[config.mk]
export PLATFORM = sky130hd
export DESIGN_NAME = bist_exp_delay
export DESIGN_NICKNAME = d
export VERILOG_FILES = /design/src/rtl/bist_pkg.sv /design/src/rtl/bist_exp_delay.sv
export SDC_FILE = /design/constraint.sdc
export NUM_CORES = 1
export LEC_CHECK = 0
export ABC_AREA = 1
export CORE_AREA = 8 8 45 47
export DETAILED_ROUTE_END_ITERATION = 10
export DIE_AREA = 0 0 53 55
export SYNTH_ARGS = -nofsm -noshare
export SYNTH_HDL_FRONTEND = slang
export SYNTH_SLANG_ARGS = --single-unit
[constraint.sdc]
create_clock -name clk -period 0.8 [get_ports clk]
set_input_delay 0.16 -clock clk [delete_from_list [all_inputs] [get_ports clk]]
set_output_delay 0.16 -clock clk [all_outputs]
set_load 0.02 [all_outputs]
[src/rtl/bist_pkg.sv]
// rtl/bist_pkg.sv - shared BIST types and SRAM geometry
package bist_pkg;

  localparam int SRAM_ADDR_W = 8;
  localparam int SRAM_DATA_W = 4;
  localparam int SRAM_DEPTH  = 256;
  // Read sweeps per complete test; the BIST counter uses the same value.
  localparam int READ_PASSES = 2;

  typedef enum logic [1:0] {
    IDLE,
    RUN,
    DONE
  } state_e;

endpackage

[src/rtl/bist_exp_delay.sv]
// rtl/bist_exp_delay.sv - RD_LAT-deep shift register aligning {valid, addr, exp} with SRAM read data
module bist_exp_delay
  import bist_pkg::*;
#(
  parameter int RD_LAT = 1,
  parameter int ADDR_W = SRAM_ADDR_W,
  parameter int DATA_W = SRAM_DATA_W
) (
  input  logic              clk,
  input  logic              rst,
  input  logic              clr_i,
  input  logic              valid_i,
  input  logic [ADDR_W-1:0] addr_i,
  input  logic [DATA_W-1:0] exp_i,
  output logic              valid_o,
  output logic [ADDR_W-1:0] addr_o,
  output logic [DATA_W-1:0] exp_o
);

  logic [RD_LAT-1:0] valid_q;
  logic [ADDR_W-1:0] addr_q [RD_LAT];
  logic [DATA_W-1:0] exp_q  [RD_LAT];

  always_ff @(posedge clk) begin
    if (rst || clr_i) begin
      valid_q <= '0;
    end else begin
      for (int i = RD_LAT - 1; i > 0; i--) begin
        valid_q[i] <= valid_q[i-1];
      end
      valid_q[0] <= valid_i;
    end
  end

  // Payload is only meaningful alongside its valid bit, so it needs no reset.
  always_ff @(posedge clk) begin
    for (int i = RD_LAT - 1; i > 0; i--) begin
      addr_q[i] <= addr_q[i-1];
      exp_q[i]  <= exp_q[i-1];
    end
    addr_q[0] <= addr_i;
    exp_q[0]  <= exp_i;
  end

  assign valid_o = valid_q[RD_LAT-1];
  assign addr_o  = addr_q[RD_LAT-1];
  assign exp_o   = exp_q[RD_LAT-1];

endmodule

==> summary.txt <==
Floorplanning
  – Count of boundary I/O pins: 29
  – Full die area: 2920 sq um
  – Die Y: 55 microns
  – Effective utilization at floorplan: 19.8%
  – Row count: 14
  – Width of the die: 53 microns
  – CORE AREA: 1380 sq um

Synthesis
  – Net count after synthesis: 32
  – Post-synth EDFFs: 0
  – Most common cell in the synthesized netlist: dfxtp_1
  – Mapped Area: 274 sq um
  – Synthesized instance count: 16
  – Asr flop ratio synth: 0%
  – Register area share after synthesis: 95.0%
  – Most frequent cells after synthesis: 13 x dfxtp_1, 1 x inv_1, 1 x nand2_1, 1 x nor2_2
  – Yosys cell types: 4
  – FF+latch count, synth: 13
  – Top cell type's share of synthesized area: 95.0%
  – Avg Inst Size Synth: 17.1 sq um
  – Cell taking the most area after synthesis: dfxtp_1
  – Ranking of synthesized cells by area: dfxtp_1 95%, nor2_2 2.3%, inv_1 1.4%
  – Ys flop type: dfxtp_1
  – Synth warn: 0

Clock network
  – Hold Buf Count CTS: 0
  – Clock-pin slew on the worst setup and hold paths: 0.07 ns
  – CTS tree: built
  – Root buffer cell: clkbuf_4
  – # clock sinks: 13
  – CTS max path bufs: 2
  – CTS Buf Count: 3
  – H-Tree Depth: 1

Setup path
  – CP delay by family, top: flip-flops
  – CP Cell Sequence: buf_6
  – Crit Path Max Fanout: 1
  – Crit path depth: 1
  – Crit path DAT: 0.71 ns
  – Slowest stage delay, CP: 0.33 ns
  – Critical path type: flip-flop to output pin
  – Setup crit start: addr_q[0][3]
  – Worst setup SP type: flip-flop
  – Worst endpoint required time: 0.64 ns
  – Worst Setup EP: addr_o[3]
  – Buf/Inv on CP: 1
  – Setup crit end kind: output pin
  – CP max-delay cell: dfxtp_2

Route
  – Vias/cell: 3.53
  – Initial drt markers: 0
  – Number of remaining DRC errors: 0
  – WL/cell: 12.5 microns
  – Vias after detailed routing: 226
  – WL final: 800 microns
  – TritonRoute pass-1 iters: 1
  – Antenna viol nets, final: 0

Final layout
  – Non-Filler Instances: 64
  – Fillers: 130
  – Layout area overhead: 131%
  – Nets: 65
  – Fin util: 45.8%
  – # diodes: 0
  – Share of layout cells above drive strength 1: 62.5%
  – Final Instance Area: 633 sq um

Run status
  – Status: finished, violations left
  – Failing checks: setup timing

Timing
  – Final setup margin: -0.0723 ns
  – # setup viols final: 13
  – Final worst-path cycle share: 109%
  – Relative slew slack: 95.2%
  – Fmax: 1150 MHz
  – Slew @ Worst Pin: 0.0723 ns
  – Final worst path period need: 0.872 ns
  – Unrepaired setup endpoints after global routing: true
  – Slew Limit Fails: 0
  – Final hold vios: 0

Min path
  – Min-Delay Path Class: primary input to flip-flop

GRT
  – First-pass GRT wire length: 1150 microns
  – GRT overflow: 0
  – GRT Total Usage: 5.76%
  – Initial antenna violation count: 0
  – Largest net degree at the start of global routing: 8
  – Vias in the first global route: 239

Power and ir drop
  – PwrDens: 2000 nW/um^2
  – P_leak: 0.272 nW
  – Max VDD drop: 747 uV

Place
  – Placed Area: 574 sq um
  – Final GP Congestion: 0.616
  – Dpl cells: 60
  – Port buffer count: 28

Run
  – Max-cap violations: 0
flip-flops by register name, indices dropped and copies added, names as in the netlist:
signal and cells:
addr_q 8, exp_q 4, valid_o 1
per-layer routing:
metal / part of all wire, % / up-vias / GRT usage, %
met2: 24 / 29 / 6.05
met1: 47 / 86 / 6.91
li1: - / 111 / -
met5: 0 / - / 0
met4: 0 / 0 / 3.88
met3: 28 / 0 / 5.35
worst min path at each step:
stage / start / endpoint / slack, ns / cells after the start
floorplan: addr_i[0] / addr_q[0][0] / 0.19 / 0
global placement: exp_i[2] / exp_q[0][2] / 0.61 / 1
detailed placement: addr_i[1] / addr_q[0][1] / 0.61 / 1
CTS: addr_i[1] / addr_q[0][1] / 0.32 / 1
global route: exp_i[1] / exp_q[0][1] / 0.31 / 1
finish: exp_i[1] / exp_q[0][1] / 0.33 / 1
metrics by stage:
stage | hold WS (ns) | total power, mW | worst slack, ns | setup TNS [ns]
after global placement | 0.609 | 0.891 | -0.277 | -3.27
after CTS | 0.321 | 1.29 | -0.0814 | -0.899
after detailed placement | 0.612 | 0.892 | -0.279 | -3.31
after global routing | 0.310 | 1.35 | -0.103 | -1.25
after floorplan | 0.188 | 0.752 | 0.245 | 0
final | 0.331 | 1.27 | -0.0723 | -0.760
layout by cell type, fill, tap and decap left out:
cell type        instances
dfxtp_2                 13
buf_6                   13
nand2_1                  1
clkdlybuf4s50_1         15
clkbuf_1                 1
nor2_2                   1
clkbuf_4                 3
inv_1                    1
cell type report:
cell class	instances	area [sq um]	share of cell area (%)
clock buffer	4	26.3	4.15
inverter	1	3.75	0.593
multi-input combinational	2	10.0	1.58
sequential	13	277	43.7
tap	16	20.0	3.16
timing repair buffer	28	297	46.8
logic make-up after synthesis:
| logic type | Yosys count | share of synthesized area [%] |
|---|---|---|
| flip-flops | 13 | 95.0 |
| AND/OR/NAND/NOR | 2 | 3.65 |
| buffers and inverters | 1 | 1.37 |
report_power, final:
part	leakage (nW)	internal, mW	total, mW	switching, mW
clock network	0.0150	0.192	0.373	0.181
logic	0.147	0.126	0.192	0.0665
registers	0.110	0.688	0.703	0.0156
total	0.272	1.01	1.27	0.263
repair_timing:
action	4_1_cts	5_1_grt
hold endpoints to repair	0	0
gates cloned	0	0
gates resized for setup	91	0
buffers inserted	0	0
endpoints found under the setup margin	13	13
Note: power is estimated with default switching activity, not from simulation.
